$ cat src/rtl/sram_streamer_pkg.sv
// Shared definitions for the SRAM read streamer.
//   state_t           : controller states (IDLE, ISSUE, DRAIN, FINISH)
//   fifo_count_w()    : bits needed to hold a FIFO occupancy of 0..depth
//   inflight_count_w(): bits needed to count the registered read plus a
//                       latency-deep pipe of outstanding reads (0..latency+1)
package sram_streamer_pkg;

    typedef enum logic [1:0] {
        IDLE   = 2'd0,
        ISSUE  = 2'd1,
        DRAIN  = 2'd2,
        FINISH = 2'd3
    } state_t;

    function automatic int fifo_count_w(input int depth);
        return $clog2(depth + 1);
    endfunction

    function automatic int inflight_count_w(input int latency);
        return $clog2(latency + 2);
    endfunction

endpackage

$ cat src/rtl/sram_stream_fifo.sv
// Synchronous FIFO holding returned SRAM words (data plus last tag).
// Ports:
//   clka, rstb          : clock, async active-low reset
//   push, push_data     : write one entry
//   pop                 : remove the head entry (ignored when empty)
//   head_data           : current head entry, valid while !empty
//   count, full, empty  : occupancy status
module sram_stream_fifo
    import sram_streamer_pkg::*;
#(
    parameter int WIDTH = 9,
    parameter int DEPTH = 4
) (
    input  logic                           clka,
    input  logic                           rstb,
    input  logic                           push,
    input  logic [WIDTH-1:0]               push_data,
    input  logic                           pop,
    output logic [WIDTH-1:0]               head_data,
    output logic [fifo_count_w(DEPTH)-1:0] count,
    output logic                           full,
    output logic                           empty
);

    localparam int CW = fifo_count_w(DEPTH);
    localparam int PW = $clog2(DEPTH);

    logic [WIDTH-1:0] mem [DEPTH];
    logic [PW-1:0]    wr_ptr;
    logic [PW-1:0]    rd_ptr;
    logic             do_push;
    logic             do_pop;

    assign empty     = (count == '0);
    assign full      = (count == CW'(DEPTH));
    assign do_pop    = pop && !empty;
    assign do_push   = push && (!full || do_pop);
    assign head_data = mem[rd_ptr];

    always_ff @(posedge clka or negedge rstb) begin
        if (!rstb) begin
            for (int i = 0; i < DEPTH; i++) begin
                mem[i] <= '0;
            end
            wr_ptr <= '0;
            rd_ptr <= '0;
            count  <= '0;
        end else begin
            if (do_push) begin
                mem[wr_ptr] <= push_data;
                wr_ptr      <= wr_ptr + PW'(1);
            end
            if (do_pop) begin
                rd_ptr <= rd_ptr + PW'(1);
            end
            case ({do_push, do_pop})
                2'b10:   count <= count + CW'(1);
                2'b01:   count <= count - CW'(1);
                default: count <= count;
            endcase
        end
    end

    // The issue credit in the streamer must make this unreachable.
    a_no_overflow: assert property (@(posedge clka) disable iff (!rstb)
        !(push && full && !pop));

endmodule

$ cat src/rtl/sram_read_streamer.sv
// Walks an address range on the SRAM read port and presents the returned
// words as a valid/ready stream. Reads are only issued when the FIFO is
// guaranteed room for them, so consumer stalls never lose a word.
// Ports:
//   clka, rstb                  : clock, async active-low reset
//   start, base_addr, num_words : transfer request (sampled in IDLE)
//   busy, done                  : transfer status, done is a 1-cycle pulse
//   sram_enb, sram_addrb        : SRAM read request (registered)
//   sram_doutb                  : SRAM read data, READ_LATENCY after sram_enb
//   m_valid, m_data, m_last     : stream output (FIFO head)
//   m_ready                     : stream consumer ready
//
// state  | meaning
// IDLE   | waiting for start
// ISSUE  | issuing reads while credit and remaining words allow
// DRAIN  | all reads issued, waiting for the last beat to be accepted
// FINISH | done pulse, back to IDLE next cycle
module sram_read_streamer
    import sram_streamer_pkg::*;
#(
    parameter int DATA_WIDTH   = 8,
    parameter int ADDR_WIDTH   = 8,
    parameter int BUFFER_DEPTH = 128,
    parameter int READ_LATENCY = 1,
    parameter int FIFO_DEPTH   = 4
) (
    input  logic                  clka,
    input  logic                  rstb,
    input  logic                  start,
    input  logic [ADDR_WIDTH-1:0] base_addr,
    input  logic [ADDR_WIDTH:0]   num_words,
    output logic                  busy,
    output logic                  done,
    output logic                  sram_enb,
    output logic [ADDR_WIDTH-1:0] sram_addrb,
    input  logic [DATA_WIDTH-1:0] sram_doutb,
    output logic                  m_valid,
    output logic [DATA_WIDTH-1:0] m_data,
    output logic                  m_last,
    input  logic                  m_ready
);

    localparam int FCW = fifo_count_w(FIFO_DEPTH);
    localparam int IFW = inflight_count_w(READ_LATENCY);
    localparam logic [ADDR_WIDTH:0] ONE_WORD = (ADDR_WIDTH + 1)'(1);

    state_t                  state;
    logic [ADDR_WIDTH-1:0]   addr_ptr;
    logic [ADDR_WIDTH:0]     remaining;
    logic                    enb_last;
    logic [READ_LATENCY-1:0] pipe_vld;
    logic [READ_LATENCY-1:0] pipe_last;

    logic [FCW-1:0]          fifo_count;
    logic                    fifo_full;
    logic                    fifo_empty;
    logic [DATA_WIDTH:0]     fifo_head;
    logic                    pop;
    logic                    head_last;
    logic [IFW-1:0]          inflight_count;
    logic                    credit_ok;
    logic [ADDR_WIDTH-1:0]   base_cap;

    function automatic logic [ADDR_WIDTH-1:0] next_addr(input logic [ADDR_WIDTH-1:0] a);
        return (32'(a) == 32'(BUFFER_DEPTH - 1)) ? '0 : a + ADDR_WIDTH'(1);
    endfunction

    assign base_cap = (32'(base_addr) >= 32'(BUFFER_DEPTH)) ? '0 : base_addr;

    // Outstanding reads: the one on the SRAM port now plus the latency pipe.
    always_comb begin
        inflight_count = IFW'(sram_enb);
        for (int i = 0; i < READ_LATENCY; i++) begin
            inflight_count = inflight_count + IFW'(pipe_vld[i]);
        end
    end

    // A pop in this cycle earns no credit; keeps the FIFO bound simple.
    assign credit_ok = !fifo_full &&
        ((32'(fifo_count) + 32'(inflight_count)) < 32'(FIFO_DEPTH));

    assign m_valid   = !fifo_empty;
    assign m_data    = fifo_head[DATA_WIDTH-1:0];
    assign head_last = fifo_head[DATA_WIDTH];
    assign m_last    = m_valid && head_last;
    assign pop       = m_valid && m_ready;

    always_ff @(posedge clka or negedge rstb) begin
        if (!rstb) begin
            state      <= IDLE;
            busy       <= 1'b0;
            done       <= 1'b0;
            sram_enb   <= 1'b0;
            sram_addrb <= '0;
            addr_ptr   <= '0;
            remaining  <= '0;
            enb_last   <= 1'b0;
        end else begin
            sram_enb <= 1'b0;
            enb_last <= 1'b0;
            done     <= 1'b0;
            case (state)
                IDLE: begin
                    if (start) begin
                        busy <= 1'b1;
                        if (num_words == '0) begin
                            state <= FINISH;
                            done  <= 1'b1;
                        end else begin
                            // FIFO is empty here, so the first read goes out at once.
                            state      <= ISSUE;
                            sram_enb   <= 1'b1;
                            sram_addrb <= base_cap;
                            addr_ptr   <= next_addr(base_cap);
                            remaining  <= num_words - ONE_WORD;
                            enb_last   <= (num_words == ONE_WORD);
                        end
                    end
                end
                ISSUE: begin
                    // remaining excludes the read currently on the port.
                    if (remaining == '0) begin
                        state <= DRAIN;
                    end else if (credit_ok) begin
                        sram_enb   <= 1'b1;
                        sram_addrb <= addr_ptr;
                        addr_ptr   <= next_addr(addr_ptr);
                        remaining  <= remaining - ONE_WORD;
                        enb_last   <= (remaining == ONE_WORD);
                    end
                end
                DRAIN: begin
                    if (pop && head_last) begin
                        state <= FINISH;
                        done  <= 1'b1;
                    end
                end
                FINISH: begin
                    state <= IDLE;
                    busy  <= 1'b0;
                end
                default: state <= IDLE;
            endcase
        end
    end

    always_ff @(posedge clka or negedge rstb) begin
        if (!rstb) begin
            pipe_vld  <= '0;
            pipe_last <= '0;
        end else begin
            pipe_vld[0]  <= sram_enb;
            pipe_last[0] <= sram_enb && enb_last;
            for (int i = 1; i < READ_LATENCY; i++) begin
                pipe_vld[i]  <= pipe_vld[i-1];
                pipe_last[i] <= pipe_last[i-1];
            end
        end
    end

    sram_stream_fifo #(
        .WIDTH (DATA_WIDTH + 1),
        .DEPTH (FIFO_DEPTH)
    ) u_fifo (
        .clka      (clka),
        .rstb      (rstb),
        .push      (pipe_vld[READ_LATENCY-1]),
        .push_data ({pipe_last[READ_LATENCY-1], sram_doutb}),
        .pop       (pop),
        .head_data (fifo_head),
        .count     (fifo_count),
        .full      (fifo_full),
        .empty     (fifo_empty)
    );

endmodule

$ cat config.mk
export PLATFORM = sky130hd
export DESIGN_NAME = sram_read_streamer
export DESIGN_NICKNAME = d
export VERILOG_FILES = /design/src/rtl/sram_streamer_pkg.sv /design/src/rtl/sram_stream_fifo.sv /design/src/rtl/sram_read_streamer.sv
export SDC_FILE = /design/constraint.sdc
export NUM_CORES = 1
export LEC_CHECK = 0
export ABC_AREA = 1
export CAP_MARGIN = 15
export CORE_UTILIZATION = 61
export CTS_BUF_LIST = sky130_fd_sc_hd__clkbuf_16
export CTS_CLUSTER_DIAMETER = 30
export DETAILED_ROUTE_END_ITERATION = 10
export PLACE_DENSITY_LB_ADDON = 0.1
export RECOVER_POWER = 50
export SYNTH_ARGS = -nofsm -noshare
export SYNTH_HDL_FRONTEND = slang
export SYNTH_SLANG_ARGS = --single-unit
export TNS_END_PERCENT = 1
$ cat constraint.sdc
create_clock -name clka -period 3.5 [get_ports clka]
set_input_delay 0.35 -clock clka [delete_from_list [all_inputs] [get_ports clka]]
set_output_delay 0.35 -clock clka [all_outputs]
set_load 0.05 [all_outputs]
## Word level (Yosys, flattened, before mapping)

Cells that the tools add are included.

| storage, ports and cells | value |
|---|---|
| bits in read-only memories | 0 |
| memories | 0 |
| logic and storage cells | 117 |
| bits in writable memories | 0 |
| bits in latches | 0 |
| flip-flop bits (word level) | 76 |
| output and inout port bits | 21 |
| input bits | 29 |

| operators by class | value |
|---|---|
| divide/modulo/power cells | 0 |
| $mul | 0 |
| bitwise logic cells | 2 |
| order comparisons | 5 |
| reduce and logical (&&, ||, !) cells | 21 |
| equal/unequal tests | 16 |
| multiplexer cells | 46 |
| shift-type cells | 0 |
| add/subtract/negate cells | 10 |

Operator list:

| cell | number |
|---|---|
| 2-to-1 mux 8 bit | 11 |
| 2-to-1 mux 9 bit | 7 |
| bitwise mux 36 bit | 1 |
| one-hot mux 8 bit (2 select lines) | 2 |
| binary-select mux 9 bit (select 2 bit) | 1 |
| demux 9 bit (select 2 bit) | 1 |
| == test 9 x 1 -> 1 bit, second input constant | 2 |
| logical NOT 9 bit | 2 |
| one-hot mux 9 bit (2 select lines) | 1 |
| subtractor 9 x 1 -> 9 bit, second input constant | 2 |
| adder 8 x 1 -> 8 bit, second input constant | 2 |
| == test 8 x 7 -> 1 bit, second input constant | 2 |
| 2-to-1 mux 1 bit | 12 |
| inequality test 2 bit, second input constant | 6 |
| greater-or-equal comparator 8 bit, second input constant | 1 |
| logical AND 1 bit | 8 |
| 2-to-1 mux 2 bit | 4 |
| one-hot mux 1 bit (2 select lines) | 4 |
| one-hot mux 2 bit (4 select lines) | 1 |
| == test 2 bit, second input constant | 3 |
| greater-or-equal comparator 3 bit, second input constant | 2 |
| NOT 2 -> 3 bit | 2 |
| one-hot mux 3 bit (2 select lines) | 1 |
| nonzero test 2 bit | 3 |
| 16 further kinds | 19 |

## Longest topological paths before layout

Gate-level depths: netlist of run 1.

| depth | value |
|---|---|
| depth in word-level cells | 8 |
| mapped depth | 12 |
| depth with buffers taken out | 12 |

## Hierarchy

A second synthesis of run 1 with hierarchy kept.

| unflattened totals | value |
|---|---|
| cells, all modules | 641 |
| area total of the unflattened synthesis | 4723.3 sq um |

Modules (own cells, without submodules):

| module | sequential area each (sq um) | instances | cells an instance | area an instance (sq um) |
|---|---|---|---|---|
| sram_read_streamer | 825.8 | 1 | 383 | 2538.7 |
| sram_stream_fifo | 1076.0 | 1 | 258 | 2184.6 |

## Worst setup path before layout of run 1

OpenSTA, ideal clock, no wires.

| path | value |
|---|---|
| path type | flip-flop to flip-flop |
| start point | register u_fifo.count[0] |
| end point | register u_fifo.count[2] |
| arrival time | 2.033 ns |
| library setup time | 0.131 ns |
| period minus slack after synthesis | 2.164 ns |
| stages on the path, launching flop included | 11 |
| buffers on the path | 0 |
| required time | 3.369 ns |
| setup slack | 1.336 ns |
| cells stage by stage | dfrtp_1 -> nor2_1 -> nand2_1 -> inv_1 -> nor2_1 -> ha_1 -> inv_1 -> fa_1 -> a21oi_1 -> o21ai_0 -> xor2_1 |

| on the way | value |
|---|---|
| longest elaborated chain between the ends | 8 |
| elaborated cells between the ends (all ways) | 14 |
| those cells by class | add/sub (2); eq/ne (3); mux (1); reduce/logical (8) |

Ends and longest elaborated chain:

| item | line | text |
|---|---|---|
| start: declaration | sram_stream_fifo.sv:20 | `output logic [fifo_count_w(DEPTH)-1:0] count,` |
| start signal: assignment | sram_stream_fifo.sv:57 | `2'b10: count <= count + CW'(1);` |
| start signal: assignment | sram_stream_fifo.sv:58 | `2'b01: count <= count - CW'(1);` |
| start signal: assignment | sram_stream_fifo.sv:59 | `default: count <= count;` |
| logical NOT 3 bit (*) | sram_stream_fifo.sv:34 | `assign empty = (count == '0);` |
| logical NOT 1 bit (*) | sram_read_streamer.sv:82 | `assign m_valid = !fifo_empty;` |
| named net m_valid | sram_read_streamer.sv:37 | `output logic m_valid,` |
| logical AND 1 bit | sram_read_streamer.sv:86 | `assign pop = m_valid && m_ready;` |
| logical AND 1 bit (*) | sram_stream_fifo.sv:36 | `assign do_pop = pop && !empty;` |
| named net u_fifo.do_pop | sram_stream_fifo.sv:32 | `logic do_pop;` |
| logical OR 1 bit | sram_stream_fifo.sv:37 | `assign do_push = push && (!full \|\| do_pop);` |
| logical AND 1 bit | sram_stream_fifo.sv:37 |  |
| == test 2 x 1 -> 1 bit / == test 2 bit (equally long branches) | sram_stream_fifo.sv:56 | `case ({do_push, do_pop})` |
| one-hot mux 3 bit (2 select lines) / nonzero test 2 bit (equally long branches) | n/a |  |

Mark *: on every way through the listed nets, which the timed path passes. The rest lies on a longest branch.
A chain may end at the register's enable or synchronous reset.

## Worst setup path in the final report of run 1

| path | value |
|---|---|
| start point | register u_fifo.rd_ptr[0] |
| end point | output port m_last |

| on the way | value |
|---|---|
| longest elaborated chain between the ends | 5 |

Ends and longest elaborated chain:

| item | line | text |
|---|---|---|
| start: declaration | sram_stream_fifo.sv:30 | `logic [PW-1:0] rd_ptr;` |
| start signal: assignment | sram_stream_fifo.sv:54 | `rd_ptr <= rd_ptr + PW'(1);` |
| NOT 2 -> 3 bit (not written as such) | sram_stream_fifo.sv:38 | `assign head_data = mem[rd_ptr];` |
| binary-select mux 9 bit (select 2 bit) | sram_stream_fifo.sv:38 |  |
| 2-to-1 mux 9 bit (not written as such) (2 in a row) | sram_stream_fifo.sv:38 |  |
| logical AND 1 bit | sram_read_streamer.sv:85 | `assign m_last = m_valid && head_last;` |
| end: declaration | sram_read_streamer.sv:39 | `output logic m_last,` |

Every way passes these cells. The select of a mux whose other input is x is not followed.

==> results of run 1 <==
worst register-to-register path, stage by stage, from the launching register on:
cell,delay (ns)
dfrtp_1,0.42
nor2_1,0.17
nand3_1,0.10
nand2_1,0.12
clkbuf_1,1.12
nor2_1,0.54
nand2_1,0.17
nand2_1,0.07
through the flow:
| step | hold slack [ns] | instances | power, W |
|---|---|---|---|
| global placement | 0.414 | 749 | 0.00409 |
| detailed placement | 0.441 | 749 | 0.00420 |
| global route | 0.475 | 765 | 0.00571 |
| finish | 0.454 | 765 | 0.00532 |
| CTS | 0.210 | 765 | 0.00532 |
| floorplan | 0.0544 | 619 | 0.00349 |
per-layer routing:
metal	part of all wire	vias up	track usage
met5	0	-	0
met4	0.018	0	0.127
met3	0.050	18	0.0424
met2	0.52	143	0.531
met1	0.42	2020	0.383
li1	-	2076	-
final cells by class:
type | instances | share of cell area
well taps | 96 | 0.0225
multi-input cells | 473 | 0.425
clock inverters | 7 | 0.0227
repair buffers | 52 | 0.0944
flip-flops and latches | 76 | 0.356
inverters | 52 | 0.0366
clock buffers | 9 | 0.0422
how the worst max path moves through the flow:
stage,start,endpoint
after floorplan,u_fifo.count[0],u_fifo.count[2]
after CTS,u_fifo.rd_ptr[0],m_last
after detailed placement,u_fifo.rd_ptr[0],m_last
after global placement,u_fifo.rd_ptr[0],m_last
after global routing,u_fifo.rd_ptr[0],m_last
final,u_fifo.rd_ptr[0],m_last
power by group:
group / leakage, nW / internal [W] / switching, W
combinational: 1.58 / 0.000845 / 0.00183
clock: 0.171 / 0.000703 / 0.000389
sequential: 0.963 / 0.00124 / 0.000305
cells by family (layout without fill, tap and decap cells):
family / count (synthesis) / in the layout / synth area share
adder cells (fa/ha/maj): 19 / 19 / 0.0547
AND/OR/NAND/NOR: 344 / 344 / 0.316
buffers and inverters: 70 / 120 / 0.0667
XOR/XNOR: 8 / 8 / 0.0156
multiplexers: 1 / 1 / 0.00223
AO/OA/AOI/OAI: 101 / 101 / 0.121
flip-flops: 76 / 76 / 0.424
registers in the layout, indices dropped and copies added, names as in the netlist, 2 cells and up:
name,cells
u_fifo.mem,36
remaining,9
addr_ptr,8
sram_addrb,8
u_fifo.count,3
state,2
u_fifo.rd_ptr,2
u_fifo.wr_ptr,2
cell usage in the layout, fill, tap and decap left out, types with 7 or more instances in the layout:
master,instances
dfrtp_1,76
a21oi_1,7
clkbuf_16,9
ha_1,18
o21ai_0,78
nand3_1,29
nand2_1,234
o22ai_1,10
inv_1,47
nand4_1,10
clkdlybuf4s50_1,48
nor2_1,54
==> flow_summary.toml, run 1 <==
[outcome]
status = "finished, violations left"
violations = "max-capacitance violations, max-slew violations"

[worst_hold_path]
min_path_type = "reg -> reg"
min_to = "pipe_vld"
whs_path_depth = 0
worstHoldStart = "sram_enb"

[sta]
min_period_over_period = 0.869
fin_setup_tns_ns = 0
rsz0062_at_grt = "false"
relSlewSlack = -0.260
finalHoldViolCount = 0
fin_crit_ns = 3.04
slew_viol_final = 119
clock_skew_ns = 0.00626
worst_slack_ns = 0.460
tightest_slew_ns = 1.89
setup_viol = 0
max_freq_mhz = 329

[cts]
cts_setup_buffers = 0
cts_tree = "yes"
cts_resized = 0
clkTransAtPathRegs_ns = 0.06
clkLatencyLatePin_ns = 0.34
ctsHtreeMaxLevel = 3
ctsRootBufferMaster = "clkbuf_16"
cts_buffers = 9
clockBufferDepth = 2
cts.sinks = 76
hold_buffers = 0

[worst_setup_path]
cp_cell_sequence = "clkinv_1 > buf_4 > o21ai_0 > nand2_1 > nor2_1 > clkdlybuf4s50_1"
crit_arrival_ns = 2.69
cp_max_fo = 20
cp-start-kind = "flip-flop"
slowest_delay_ns = 0.80
r2r-start = "u_fifo.count[1]"
r2r_cells = 7
worst-path-buf-inv = 3
crit_type = "reg -> out"
crit_slowest_cell = "clkdlybuf4s50_1"
reg2reg_setup_slack_ns = 0.66
cpLargestDelayFamily = "buffers and inverters"
rr_endpoint = "u_fifo.mem[2]"
cp_num_cells = 6
cp-end-kind = "output pin"
critPathRequiredTime_ns = 3.15

[cells_and_area]
nFillCells = 531
multi_input_area_um2 = 2270
drive_gt1_frac = 0.0553
antenna_cells = 0
area_growth_pct = 19.1
stdcell_area_um2 = 5340
nets = 712
post-route-util = 0.769
register_area_um2 = 1900

[synthesis]
synth_edf_count = 0
yosys_warnings = 0
ys_types = 31
ys_seq_area_frac = 0.424
synth_most_common_cell = "nand2_1"
ys_async_sr_fraction = 1.00
syn_nets = 667
syn_avg_cell_area_um2 = 7.24
synth_top_area_share = 0.424
ys_top_cells_by_count = "nand2_1, o21ai_0, dfrtp_1"
synth_seq_cells = 76
netlist_area_um2 = 4480
synth_area_leaders = "dfrtp_1, nand2_1, o21ai_0"
ys.flop_type = "dfrtp_1"
synthCells = 619
synth_top_area_cell = "dfrtp_1"

[floorplan]
core_region_area_um2 = 6940
initial_core_util = 0.646
dieArea_um2 = 7700
pin_count = 50
rows = 30
die_x_um = 87.7
die_y_um = 87.7

[grt]
gr-total-overflow = 0
grt_pass1_vias = 4024
antenna_found_initial = 0
grt_max_degree = 77
grt_util_all_layers = 0.305
grt_pass1_wl_mm = 18.3

[route]
dr_total_vias = 4257
drt-total-wl_mm = 10.7
wire_per_inst_um = 14.0
ant_nets = 0
dr.pass1.iters = 6
drc = 0
initialDrtViolationCount = 251
viasPerCell = 5.56

[place]
port_buffers = 49
place_area_um2 = 5010
gp_congestion = 0.868
pre_cts_ws_ns = 0.854
dpl.hpwl_mm = 6.94

[flow_run]
cap_violations = 2

[power_and_ir_drop]
p_leak_nw = 2.71
p_per_area_nw_per_um2 = 996
vdd_drop_max_v = 0.000602
(Power assumes the default switching activity.)
==> inputs of run 2 (changes only) <==
- CORE_MARGIN: not set -> 4
==> run 2 against run 1 <==
The run still ends with max-capacitance violations, max-slew violations left. Clock power down 14%. Setup slack better by 0.062 ns. Hold slack worse by 0.016 ns. Largest cell class unchanged.
==> flow_summary.toml, run 2 (synthesis gave the netlist of run 1 again) <==
[cells_and_area]
area_growth_pct = 18.1
stdcell_area_um2 = 5290
largestRegisters = "u_fifo.mem x36, remaining x9"
antenna_cells = 0
drive_gt1_frac = 0.0553
final_cell_mix = "nand2_1, o21ai_0, dfrtp_1, nor2_1, clkdlybuf4s50_1"
nets = 712
top_register = "u_fifo.mem"
largest_register_ffs = 36
post-route-util = 0.758
final_common_cell = "nand2_1"

[cts]
clkTransAtPathRegs_ns = 0.06
ctsRootBufferMaster = "clkbuf_16"
cts_tree = "yes"
cts_buffers = 9
cts_resized = 0
clockBufferDepth = 2
hold_buffers = 0
clkLatencyLatePin_ns = 0.34
cts_setup_buffers = 0
cts.sinks = 76
ctsHtreeMaxLevel = 3

[worst_setup_path]
worst-path-buf-inv = 3
critPathRequiredTime_ns = 3.15
cp_max_fo = 20
crit_arrival_ns = 2.63
cpLargestDelayFamily = "buffers and inverters"
crit_slowest_cell = "clkdlybuf4s50_1"
crit_type = "reg -> out"
cp-end-kind = "output pin"
cp_cell_sequence = "clkinv_1 > buf_4 > o21ai_0 > nand2_1 > nor2_1 > clkdlybuf4s50_1"
cp-start-kind = "flip-flop"
slowest_delay_ns = 0.80

[place]
gp_congestion = 0.886
pre_cts_ws_ns = 0.915
port_buffers = 49
place_area_um2 = 5010
dpl.hpwl_mm = 6.90

[grt]
grt_util_all_layers = 0.252
grt_pass1_wl_mm = 17.8
grt_pass1_vias = 4022
grt_max_degree = 77
antenna_found_initial = 0
gr-total-overflow = 0

[worst_hold_path]
min_path_type = "reg -> reg"

[outcome]
violations = "max-capacitance violations, max-slew violations"
status = "finished, violations left"

[power_and_ir_drop]
p_leak_nw = 2.69
p_per_area_nw_per_um2 = 965
vdd_drop_max_v = 0.000479

[sta]
max_freq_mhz = 336
holdWs_ns = 0.438
slew_viol_final = 117
setup_viol = 0
worst_slack_ns = 0.522
clock_skew_ns = 0.00773
rsz0062_at_grt = "false"
min_period_over_period = 0.851
fin_setup_tns_ns = 0
finalHoldViolCount = 0
tightest_slew_ns = 1.85
relSlewSlack = -0.232
fin_crit_ns = 2.98

[route]
wl_met2_mm = 5.27
initialDrtViolationCount = 227
ant_nets = 0
dr_total_vias = 4140
wl_met1_mm = 4.26
highest_layer = "met4"
dr.pass1.iters = 5
wl_met3_um = 587
drt-total-wl_mm = 10.3
drc = 0
wire_per_inst_um = 13.5
viasPerCell = 5.41

[floorplan]
initial_core_util = 0.642
core_region_area_um2 = 6980
die_y_um = 93.7
rows = 30
pin_count = 50
dieArea_um2 = 8790
die_x_um = 93.7

[flow_run]
cap_violations = 2
-- run 2: cell types whose count changed in the layout (fill, tap and decap cells not counted), sizes merged --
cell	change
bufinv	-2
clkinv	+3
inv	-1
-- run 2: layer usage --
metal | global-route usage | vias up
met5 | 0 | -
met4 | 0.0987 | 0
met3 | 0.0449 | 20
met2 | 0.438 | 128
met1 | 0.311 | 1921
li1 | - | 2071
-- run 2: final cells by class --
type / count / area, um2
timing repair buffer: 52 / 504
clock buffer: 9 / 225
sequential: 76 / 1900
inverter: 52 / 195
tap: 96 / 120
multi-input combinational: 473 / 2270
clock inverter: 7 / 73.8
fill: 535 / 1690
-- run 2: worst reg2reg max path, cell delays in order (launching register included) --
cell and delay (ns):
dfrtp_1 0.43, nor2_1 0.14, nand3_1 0.08, nand2_1 0.14, clkbuf_1 1.12, nor2_1 0.53
nand2_1 0.21, nand2_1 0.09
-- run 2: metrics by stage --
stage,cells,total power (W)
finish,765,0.00511
CTS,765,0.00514
detailed placement,749,0.00419
global route,765,0.00553
global placement,749,0.00409
floorplan,619,0.00349
-- run 2: where the power goes --
part           switching [W]  internal (W)  leakage, nW
Combinational        0.00179      0.000843         1.58
Sequential          0.000300       0.00124        0.963
Clock               0.000380      0.000556        0.148
Total                0.00247       0.00264         2.69
-- run 2: final timing paths --
check	start	to	slack [ns]	depth (start not counted)
min reg2reg	enb_last	pipe_last	0.44	2
max reg2reg	u_fifo.count[0]	u_fifo.mem[8]	0.64	7
max	u_fifo.rd_ptr[0]	m_last	0.52	6
min	enb_last	pipe_last	0.44	2
min in group asynchronous	rstb	u_fifo.count[1]	0.53	1
max in group asynchronous	rstb	u_fifo.mem[7]	1.89	1
==> inputs of run 3 (changes only) <==
- PLACE_DENSITY: not set -> 0.95
- PLACE_DENSITY_LB_ADDON: 0.1 -> not set
==> run 3 against run 2 <==
The flow still finishes with violations (max-capacitance violations, max-slew violations). Via count increased by 6.5%. Register-to-register slack improved by 0.03 ns. Critical path depth increased by 1. Sequential share of layout area about the same. Cell count unchanged. Critical path type unchanged. Sequential cell count unchanged. Core utilization increased by 0.090 points. Hold slack improved by 0.0055 ns. Power increased by 1.7%.
==> flow_summary.toml, run 3 (synthesis gave the netlist of run 1 again) <==
[route]
wire_per_inst_um = 14.7
dr.pass1.iters = 5
initialDrtViolationCount = 330
viasPerCell = 5.76
drc = 0
ant_nets = 0
drt-total-wl_mm = 11.3
dr_total_vias = 4409

[cts]
ctsRootBufferMaster = "clkbuf_16"
cts_tree = "yes"
cts_resized = 0
cts_setup_buffers = 0
hold_buffers = 0
clkTransAtPathRegs_ns = 0.06
clkLatencyLatePin_ns = 0.34
ctsHtreeMaxLevel = 3
clockBufferDepth = 2
cts_buffers = 9
cts.sinks = 76

[worst_setup_path]
rr_endpoint = "u_fifo.mem[8]"
r2r_cells = 7
reg2reg_setup_slack_ns = 0.67
worst-path-buf-inv = 3
cp-end-kind = "output pin"
critPathRequiredTime_ns = 3.15
r2r-start = "u_fifo.count[1]"
slowest_delay_ns = 0.74
cpLargestDelayFamily = "buffers and inverters"
crit_type = "reg -> out"
crit_slowest_cell = "dfrtp_1"
cp-start-kind = "flip-flop"
cp_max_fo = 20
crit_arrival_ns = 2.63
cp_cell_sequence = "clkinv_1 > buf_4 > a21oi_1 > o21ai_0 > nand2_1 > nor2_1 > clkdlybuf4s50_1"

[power_and_ir_drop]
p_leak_nw = 2.68
vdd_drop_max_v = 0.000486
p_per_area_nw_per_um2 = 981

[grt]
grt_util_all_layers = 0.268
grt_pass1_vias = 4201
grt_max_degree = 77
antenna_found_initial = 0
gr-total-overflow = 0
grt_pass1_wl_mm = 19.1

[sta]
rsz0062_at_grt = "false"
relSlewSlack = -0.251
holdWs_ns = 0.443
min_period_over_period = 0.853
fin_setup_tns_ns = 0
clock_skew_ns = 0.00729
slew_viol_final = 119
setup_viol = 0
fin_crit_ns = 2.98
finalHoldViolCount = 0
tightest_slew_ns = 1.88
max_freq_mhz = 335

[cells_and_area]
nFillCells = 510
largestRegisters = "u_fifo.mem x36, remaining x9"
final_common_cell = "nand2_1"
antenna_cells = 0
top_register = "u_fifo.mem"
area_growth_pct = 18.2
stdcell_area_um2 = 5300
nets = 712
final_cell_mix = "nand2_1, o21ai_0, dfrtp_1, nor2_1"
register_area_um2 = 1900
largest_register_ffs = 36
multi_input_area_um2 = 2280
drive_gt1_frac = 0.0553

[place]
gp_congestion = 0.877
place_area_um2 = 5010
port_buffers = 49
dpl.hpwl_mm = 7.55

[floorplan]
die_x_um = 93.7
dieArea_um2 = 8790
rows = 30
initial_core_util = 0.642
die_y_um = 93.7
pin_count = 50
core_region_area_um2 = 6980

[flow_run]
cap_violations = 2

[worst_hold_path]
worstHoldStart = "enb_last"
min_path_type = "reg -> reg"
whs_path_depth = 2
min_to = "pipe_last"

[outcome]
violations = "max-capacitance violations, max-slew violations"
status = "finished, violations left"
[run 3: cell types whose count changed in the layout (fill, tap and decap cells not counted)]
cell	delta
clkinvlp_4	+2
clkdlybuf4s50_1	-1
clkinv_2	-1
clkinv_4	-1
dlygate4sd3_1	+1
nand2_1	+1
nand2_2	-1
nor2_1	-1
nor2_4	+1
[run 3: final cells by class]
class                           instances  share of cell area
Clock inverter                          7              0.0142
Sequential cell                        76               0.359
Multi-Input combinational cell        473               0.430
Tap cell                               96              0.0227
Clock buffer                            9              0.0425
Timing Repair Buffer                   52              0.0951
Inverter                               52              0.0368
[run 3: stage by stage]
step,worst slack (ns),utilization,power (W),std cells
after detailed placement,0.947,0.718,0.00422,749
after global routing,0.375,0.759,0.00557,765
after CTS,0.551,0.761,0.00519,765
after global placement,1.04,0.718,0.00406,749
final,0.516,0.759,0.00520,765
after floorplan,1.34,-,0.00349,619
[run 3: routing by layer]
layer,vias to the layer above,track usage,share of wire
li1,2074,-,-
met3,54,0.0449,0.089
met5,-,0,0
met2,259,0.458,0.50
met4,0,0.143,0.035
met1,2022,0.322,0.37
[run 3: worst reg2reg max path, cell delays in order (launching register included)]
cell and delay, ns:
dfrtp_1 0.41, nor2_1 0.17, nand3_1 0.10, nand2_1 0.09, clkbuf_1 1.13, nor2_1 0.53
nand2_1 0.19, nand2_1 0.08
[run 3: power breakdown]
part           leakage (nW)  switching [W]  internal, W
Clock                 0.140       0.000382     0.000556
Sequential            0.963       0.000308      0.00124
Combinational          1.58        0.00186     0.000853
[run 3: worst max-delay path by stage]
stage / endpoint / cells past startpoint / slack (ns) / from
detailed placement: m_last / 7 / 0.95 / u_fifo.rd_ptr[0]
global route: m_last / 7 / 0.37 / u_fifo.rd_ptr[0]
CTS: m_last / 7 / 0.55 / u_fifo.rd_ptr[0]
finish: m_last / 7 / 0.52 / u_fifo.rd_ptr[0]
floorplan: u_fifo.count[2] / 10 / 1.34 / u_fifo.count[0]
global placement: m_last / 7 / 1.04 / u_fifo.rd_ptr[0]
